<file path="config.mk">
export PLATFORM = sky130hd
export DESIGN_NAME = hilo_unit
export DESIGN_NICKNAME = d
export VERILOG_FILES = /design/src/rtl/hilo_pkg.sv /design/src/rtl/hilo_busy_ctr.sv /design/src/rtl/hilo_unit.sv
export SDC_FILE = /design/constraint.sdc
export NUM_CORES = 1
export LEC_CHECK = 0
export ABC_AREA = 1
export BUFFER_PORTS_ARGS = -buffer_cell sky130_fd_sc_hd__buf_2
export CAP_MARGIN = 10
export CORE_ASPECT_RATIO = 0.6
export CORE_MARGIN = 2
export CORE_UTILIZATION = 46
export CTS_BUF_LIST = sky130_fd_sc_hd__clkbuf_4 sky130_fd_sc_hd__clkbuf_8
export CTS_CLUSTER_SIZE = 16
export DETAILED_ROUTE_END_ITERATION = 6
export HOLD_SLACK_MARGIN = 0.15
export PLACE_DENSITY = 0.91
export SYNTH_ARGS = -nofsm -noshare
export SYNTH_HDL_FRONTEND = slang
export SYNTH_SLANG_ARGS = --single-unit
</file>
<file path="constraint.sdc">
create_clock -name clk -period 2 [get_ports clk]
set_clock_uncertainty 0.15 [all_clocks]
set_input_delay 0.1 -clock clk [delete_from_list [all_inputs] [get_ports clk]]
set_output_delay 0.1 -clock clk [all_outputs]
set_load 0.02 [all_outputs]
</file>
<file path="src/rtl/hilo_pkg.sv">
// Shared definitions for the HI/LO register unit: ALU op codes, FSM state
// encoding and counter width.
package hilo_pkg;

    localparam logic [3:0] OP_MULT = 4'h3;
    localparam logic [3:0] OP_DIV  = 4'h4;
    localparam int         CNT_W   = 6;

    typedef enum logic {
        IDLE = 1'b0,
        BUSY = 1'b1
    } state_t;

    function automatic logic is_md_op(input logic [3:0] op);
        return (op == OP_MULT) || (op == OP_DIV);
    endfunction

endpackage

</file>
<file path="src/rtl/hilo_busy_ctr.sv">
// Loadable down-counter that times the commit latency of an in-flight
// mult/div. It holds at zero and reports zero with a combinational flag.
module hilo_busy_ctr
    import hilo_pkg::*;
(
    input  logic             clk,
    input  logic             rst,
    input  logic             load,
    input  logic [CNT_W-1:0] load_val,
    input  logic             dec,
    output logic             zero
);

    logic [CNT_W-1:0] cnt_r;

    // Count register: load takes priority over decrement.
    always_ff @(posedge clk or posedge rst) begin
        if (rst) begin
            cnt_r <= {CNT_W{1'b0}};
        end else if (load) begin
            cnt_r <= load_val;
        end else if (dec && (cnt_r != {CNT_W{1'b0}})) begin
            cnt_r <= cnt_r - {{(CNT_W-1){1'b0}}, 1'b1};
        end else begin
            cnt_r <= cnt_r;
        end
    end

    assign zero = (cnt_r == {CNT_W{1'b0}});

endmodule

</file>
<file path="src/rtl/hilo_unit.sv">
// HI/LO register unit downstream of the ALU: captures mult/div results and
// serves mfhi/mflo/mthi/mtlo. Define HILO_MULTICYCLE_EN for delayed commit + stall.
module hilo_unit
    import hilo_pkg::*;
#(
    parameter int MUL_CYCLES = 4,
    parameter int DIV_CYCLES = 32
)
(
    input  logic        clk,
    input  logic        rst,
    input  logic        md_start,
    input  logic [3:0]  md_op,
    input  logic [31:0] alu_lo,
    input  logic [31:0] alu_hi,
    input  logic        mthi,
    input  logic        mtlo,
    input  logic [31:0] wdata,
    input  logic        rd_en,
    input  logic        rd_sel,
    output logic [31:0] rdata,
    output logic [31:0] hi,
    output logic [31:0] lo,
    output logic        busy,
    output logic        stall
);

    if ((MUL_CYCLES < 1) || (MUL_CYCLES > 63) ||
        (DIV_CYCLES < 1) || (DIV_CYCLES > 63)) begin : g_bad_cfg
        $error("hilo_unit: MUL_CYCLES/DIV_CYCLES must be in 1..63");
    end

    logic [31:0] hi_r;
    logic [31:0] lo_r;
    logic        busy_s;
    logic        accept_s;

`ifdef HILO_MULTICYCLE_EN

    localparam logic [CNT_W-1:0] MUL_LOAD = CNT_W'(MUL_CYCLES - 1);
    localparam logic [CNT_W-1:0] DIV_LOAD = CNT_W'(DIV_CYCLES - 1);

    state_t           state_r;
    state_t           state_next_s;
    logic [31:0]      pend_hi_r;
    logic [31:0]      pend_lo_r;
    logic             busy_r;
    logic             ctr_load_s;
    logic             ctr_dec_s;
    logic             ctr_zero_s;
    logic             commit_s;
    logic [CNT_W-1:0] load_val_s;

    assign accept_s   = (state_r == IDLE) && md_start && is_md_op(md_op);
    assign load_val_s = (md_op == OP_MULT) ? MUL_LOAD : DIV_LOAD;

    hilo_busy_ctr u_busy_ctr (
        .clk      (clk),
        .rst      (rst),
        .load     (ctr_load_s),
        .load_val (load_val_s),
        .dec      (ctr_dec_s),
        .zero     (ctr_zero_s)
    );

    // State, busy flag and operand capture at the accept edge.
    always_ff @(posedge clk or posedge rst) begin
        if (rst) begin
            state_r   <= IDLE;
            busy_r    <= 1'b0;
            pend_hi_r <= 32'h0000_0000;
            pend_lo_r <= 32'h0000_0000;
        end else begin
            state_r <= state_next_s;
            busy_r  <= (state_next_s == BUSY);
            if (accept_s) begin
                pend_hi_r <= alu_hi;
                pend_lo_r <= alu_lo;
            end else begin
                pend_hi_r <= pend_hi_r;
                pend_lo_r <= pend_lo_r;
            end
        end
    end

    // Next-state and counter/commit control.
    always_comb begin
        state_next_s = state_r;
        ctr_load_s   = 1'b0;
        ctr_dec_s    = 1'b0;
        commit_s     = 1'b0;
        case (state_r)
            IDLE: begin
                if (accept_s) begin
                    ctr_load_s   = 1'b1;
                    state_next_s = BUSY;
                end else begin
                    state_next_s = IDLE;
                end
            end
            BUSY: begin
                if (ctr_zero_s) begin
                    commit_s     = 1'b1;
                    state_next_s = IDLE;
                end else begin
                    ctr_dec_s    = 1'b1;
                    state_next_s = BUSY;
                end
            end
            default: begin
                state_next_s = IDLE;
            end
        endcase
    end

    // Architectural HI/LO: moves only write in IDLE, so they never collide with a commit.
    always_ff @(posedge clk or posedge rst) begin
        if (rst) begin
            hi_r <= 32'h0000_0000;
            lo_r <= 32'h0000_0000;
        end else if (commit_s) begin
            hi_r <= pend_hi_r;
            lo_r <= pend_lo_r;
        end else if (state_r == IDLE) begin
            if (mthi) begin
                hi_r <= wdata;
            end
            if (mtlo) begin
                lo_r <= wdata;
            end
        end else begin
            hi_r <= hi_r;
            lo_r <= lo_r;
        end
    end

    assign busy_s = busy_r;

`else

    assign accept_s = md_start && is_md_op(md_op);

    // Architectural HI/LO: an accepted ALU result overrides a same-cycle move.
    always_ff @(posedge clk or posedge rst) begin
        if (rst) begin
            hi_r <= 32'h0000_0000;
            lo_r <= 32'h0000_0000;
        end else if (accept_s) begin
            hi_r <= alu_hi;
            lo_r <= alu_lo;
        end else begin
            if (mthi) begin
                hi_r <= wdata;
            end
            if (mtlo) begin
                lo_r <= wdata;
            end
        end
    end

    assign busy_s = 1'b0;

`endif

    assign hi    = hi_r;
    assign lo    = lo_r;
    assign busy  = busy_s;
    assign stall = busy_s & (md_start | mthi | mtlo | rd_en);
    assign rdata = rd_sel ? hi_r : lo_r;

endmodule

</file>
==> metrics, run 1 <==
outcome finished clean; post-cts resize count 0; Total Wirelength 15.19 mm; vias in the first global route roughly 4800; number of buffers created by CTS 9; die area just under 0.009 sq mm; Worst-path clk slew 0.07 ns; Ports slightly above 200; Final min period between 1.5 and 2 ns; VDD IR max around 0.37 mV; nature of the critical path endpoint flip-flop; wire length per cell about 19 microns; Cells after Synth about 410; FP Rows 25; final setup TNS 0 ns; HPWL after DPL slightly below 8 mm; cell area after layout 0.005957 sq mm; RePlAce Congestion around 0.82; Critical Path Start md_op[1]; P per Cell Area roughly 670 mW/mm^2; Mapped Area between 0.003 and 0.004 sq mm; clk root buf clkbuf_8; dpl ws between 0.5 and 0.6 ns; Congestion Overflow GR 0; worst hold path type primary input to flip-flop; first-pass GRT wire length roughly 24 mm; total power between 3 and 4 mW; Final setup viols 0; Setup crit end lo[11]; Worst Path Max Fanout slightly below 70; Avg Cell Area, Syn between 8 and 9 sq um; worst-skew pair later-pin latency ~0.33 ns; Rel. slew slack 0.5283; Final Hold Viols 0; Setup crit start kind primary input; Register-to-Register Setup Slack between 0.4 and 0.5 ns; core footprint 0.007789 sq mm; Worst-Margin Slew about 0.7 ns; Via Count 4855; starting density of the core 0.4675; Starting DRT DRC Count approximately 640; CTS tree yes; critical path arrival around 1.9 ns; H-tree levels 3; antenna violations before repair 0; reg-to-reg startpoint lo[30]; period utilisation layout 0.8915; register area share after synthesis 0.4399; first drt pass iteration count 6; Die W between 100 and 150 microns; P&R area growth vs syn 63.61%; Vias/cell roughly 5.9; I/O Buffers 201; layout cells sized above 1 0.3661; R2R depth 3; Synth Register Bits 64; R2R Path End lo[30]; WS Path Type primary input to flip-flop; die height roughly 73 microns; fmax 560.9 MHz; clk sinks 64; Max-Cap Viols 0; synth unique cells 14; DRC viols 0; RSZ-0062 raised after global routing no; ranking of synthesized cells by area dfrtp_1 44%, nand3_1 35%, mux2_2 9.3%, buf_6 3.7%, buf_4 3.1%; most common cell after layout, fill and taps aside nand3_1; most frequent cells in the layout 257 x nand3_1, 201 x buf_2, 121 x dlygate4sd3_1; final number of max-transition violations 0; setup ws final around 0.22 ns; Critical Path RT ~2.1 ns; count of synthesis-stage warnings from yosys 0; fin nets a little over 800; Global Route Usage Sum 0.3523; Placed Area 0.004584 sq mm; n_diodes 0; clock buffer depth 2; Antenna Nets Post-Route 0; leakage dissipation between 3 and 4 nW; top cell type's share of synthesized area 0.4399; largest net degree at the start of global routing slightly below 70; largest area contributor in the netlist dfrtp_1
-- critical path, cell delays in order --
cell,delay [ns]
buf_2,0.10
nand3_1,0.09
nand2_2,0.09
nand2_4,0.06
buf_4,0.49
nand3_1,0.20
nand3_1,0.15
dlygate4sd3_1,0.59
-- worst min-delay path by stage --
stage,start,to,slack (ns),depth (start not counted)
after floorplan,wdata[0],hi[0],0.1,2
after global placement,rst,hi[27],0.08,2
after detailed placement,rst,hi[27],0.1,2
after CTS,mthi,hi[23],0.17,4
after global routing,mthi,hi[23],0.22,4
final,mthi,hi[23],0.20,4
-- cell families (layout without fill, tap and decap cells) --
kind of cell,after synthesis,in the layout,synth area share
buffers and inverters,53,353,0.1003
DFF,64,64,0.4399
muxes,32,32,0.09897
and+or+nand+nor,262,262,0.3598
other,1,2,0.001030
-- cell type report --
class                   instances  area [sq um]
repair buffers                333          2350
fillers                       516          1832
multi-input cells             296          1690
flip-flops and latches         64          1602
clock buffers                  11         138.9
well taps                     108         135.1
clock inverters                 4         22.52
inverters                       5         18.77
-- metal layers --
| layer | track usage | wire length, microns |
|---|---|---|
| met2 | 0.6207 | 7487 |
| met3 | 0.08828 | 1690 |
| met4 | 0.1667 | 476 |
| met1 | 0.4123 | 5539 |
| met5 | 0 | 0 |
-- sequential cells by signal, indices dropped and copies added, names as in the netlist --
name / cells
hi: 32
lo: 32
-- stage by stage --
step / instances / hold slack, ns / utilization
final: 821 / 0.1977 / 0.7648
after detailed placement: 685 / 0.09630 / 0.5886
after global routing: 821 / 0.2224 / 0.7648
after floorplan: 413 / 0.09771 / -
after CTS: 821 / 0.1741 / 0.7648
after global placement: 685 / 0.07877 / 0.5886
-- Yosys cell counts --
cell type	number
nand2_1	1
buf_2	16
inv_1	5
clkbuf_1	3
buf_1	2
nor2_1	2
nand2_2	2
mux2_1	2
nand3_1	257
conb_1	1
mux2_2	30
buf_6	12
buf_4	15
dfrtp_1	64
-- where the power goes --
group | switching, mW | internal (mW) | leakage [nW]
Clock | 0.494 | 0.464 | 0.0858
Sequential | 0.133 | 1.44 | 0.780
Combinational | 0.800 | 0.665 | 2.15
Total | 1.43 | 2.57 | 3.01
-- repair_timing --
item | in CTS | in global routing
hold buffers | 121 | 0
hold endpoints to repair | 94 | 0
endpoints found under the setup margin | 0 | 0
setup buffers | 0 | 0
(Power assumes the default switching activity.)
==> inputs of run 2 (changes only) <==
CORE_UTILIZATION = 45   (was 46)
CTS_BUF_LIST = sky130_fd_sc_hd__clkbuf_4 sky130_fd_sc_hd__clkbuf_8 sky130_fd_sc_hd__clkbuf_16   (was sky130_fd_sc_hd__clkbuf_4 sky130_fd_sc_hd__clkbuf_8)
PLACE_DENSITY = 0.89   (was 0.91)
==> run 2 against run 1 <==
  * Setup slack got worse by 0.12 ns
  * Sequential power about the same
  * Power up 19%
  * Routed wire length increased by 3.2%
  * Sequential cell count did not move
  * Largest power group is now the clock network
  * Critical path type unchanged
  * Highest routed layer unchanged
  * Critical path depth did not move
==> metrics, run 2 (synthesized netlist as in run 1, its figures left out) <==
Via Count roughly 5000; CP top delay family buffers and inverters; RePlAce Congestion roughly 0.81; Critical Path RT between 2 and 2.5 ns; clk root buf clkbuf_16; Max-Cap Viols 0; setup bufs post-CTS 0; Worst-Margin Slew ~0.73 ns; DRC viols 0; CTS tree yes; H-tree levels 3; Placed Area ~0.0046 sq mm; Starting DRT DRC Count 606; outcome finished clean; Ports 205; nature of the critical path endpoint flip-flop; slowest stage delay, CP 0.58 ns; vias in the first global route about 4700; first-pass GRT wire length roughly 24 mm; hold path start mtlo; Setup crit start kind primary input; die height between 70 and 80 microns; clock share of power 0.359; Global Route Usage Sum 0.3517; cell breakdown of the critical path buf_2, nand3_1, nand2_2, nand2_4, buf_6, nand3_1, nand3_1, dlygate4sd3_1; critical path arrival about 2.0 ns; WHS approximately 0.25 ns; CP max-delay cell dlygate4sd3_1; Pint about 3.3 mW; Finished Core Util 0.7823; Flop pwr share 0.331; Top cell by count, worst path nand3_1; period utilisation layout 0.9537; Final min period approximately 1.9 ns; worst hold path type primary input to flip-flop; Critical Path Start md_op[1]; worst path buffer plus inverter count 3; P per Cell Area slightly below 800 mW/mm^2; die area between 0.008 and 0.009 sq mm; Total Wirelength about 16 mm; Rel. slew slack 0.5138; Logic pwr share 0.310; largest net degree at the start of global routing 65; Vias/cell 5.930; cell area after layout about 0.006 sq mm; Congestion Overflow GR 0; most frequent cells in the layout 257 x nand3_1, 201 x buf_2, 124 x dlygate4sd3_1; final number of max-transition violations 0; first drt pass iteration count 7; starting density of the core 0.4637; Die W ~120 microns; HPWL after DPL between 8 and 9 mm; Final Hold Viols 0; wire length per cell 18.99 microns; P&R area growth vs syn 68.69%; Sw Pwr about 1.5 mW; final setup TNS 0 ns; reg-to-reg startpoint lo[1]; Worst Path Max Fanout between 60 and 70; switch share 0.3118; clk sinks between 60 and 70; RSZ-0062 raised after global routing no; most common cell after layout, fill and taps aside nand3_1; Final setup viols 0; core footprint just under 0.008 sq mm; Antenna Nets Post-Route 0; clock buffer depth 2; VDD IR max between 0.5 and 0.6 mV; FP Rows 25; Worst-path clk slew approximately 0.050 ns; dpl ws between 0.3 and 0.4 ns; setup ws final ~0.093 ns; n_diodes 0; leakage dissipation 3.104 nW; fin nets 820; I/O Buffers between 200 and 250; antenna violations before repair 0; worst-skew pair later-pin latency between 0.3 and 0.4 ns; layout cells sized above 1 0.3663; WS Path Type primary input to flip-flop; fmax 524.3 MHz; number of buffers created by CTS 9
==> run 2: cell types whose count changed in the layout (fill, tap and decap cells not counted) <==
cell,change
dlygate4sd3_1,+3
bufinv_16,+2
clkbuf_8,-8
buf_12,-2
buf_4,+1
clkbuf_16,+9
buf_6,+2
clkinv_2,-2
clkinvlp_4,-1
clkbuf_4,+1
==> run 2: what timing repair did <==
| item | in CTS | in global routing |
|---|---|---|
| hold endpoints to repair | 95 | 0 |
| hold buffers | 124 | 0 |
| setup endpoints to repair | 0 | 24 |
| gates resized for setup | 0 | 2 |
==> run 2: power groups by stage <==
| stage | Combinational (mW) | Clock, mW | Sequential [mW] |
|---|---|---|---|
| after floorplan | 0.535 | 0 | 1.74 |
| after global placement | 1.10 | 0 | 1.57 |
| after detailed placement | 1.12 | 0 | 1.58 |
| after CTS | 1.41 | 1.74 | 1.56 |
| after global routing | 1.55 | 1.79 | 1.59 |
| final | 1.47 | 1.71 | 1.58 |
==> run 2: worst min-delay path, delay by kind of cell <==
family / cells / cell delay (ns)
AND/OR/NAND/NOR: 2 / 0.20
buffers and inverters: 2 / 0.37
==> run 2: layout make-up <==
class | count | area (sq um)
clock buffer | 13 | 261.5
fill | 516 | 1709
inverter | 5 | 18.77
tap | 108 | 135.1
timing repair buffer | 337 | 2370
sequential | 64 | 1602
clock inverter | 3 | 65.06
multi-input combinational | 296 | 1690
==> run 2: worst paths after layout <==
check	cells after the start	end	slack (ns)
worst max-delay path	8	lo[1]	0.09
worst min-delay path	4	lo[10]	0.25
worst max register to register	3	lo[1]	0.47
worst min register to register	2	hi[20]	0.42
max in group asynchronous	4	lo[24]	0.75
min in group asynchronous	3	hi[26]	0.31
==> run 2: stage by stage <==
stage          power, mW  cells
2_1_floorplan      2.271    413
3_3_place_gp       2.668    686
3_5_place_dp       2.706    686
4_1_cts            4.710    826
5_1_grt            4.940    826
6_report           4.760    826
==> run 2: layer usage <==
| metal | vias up | share of wire | global-route usage |
|---|---|---|---|
| met3 | 93 | 0.12 | 0.09394 |
| met4 | 0 | 0.040 | 0.1895 |
| li1 | 2082 | - | - |
| met5 | - | 0 | 0 |
| met2 | 470 | 0.48 | 0.5985 |
| met1 | 2253 | 0.36 | 0.4144 |
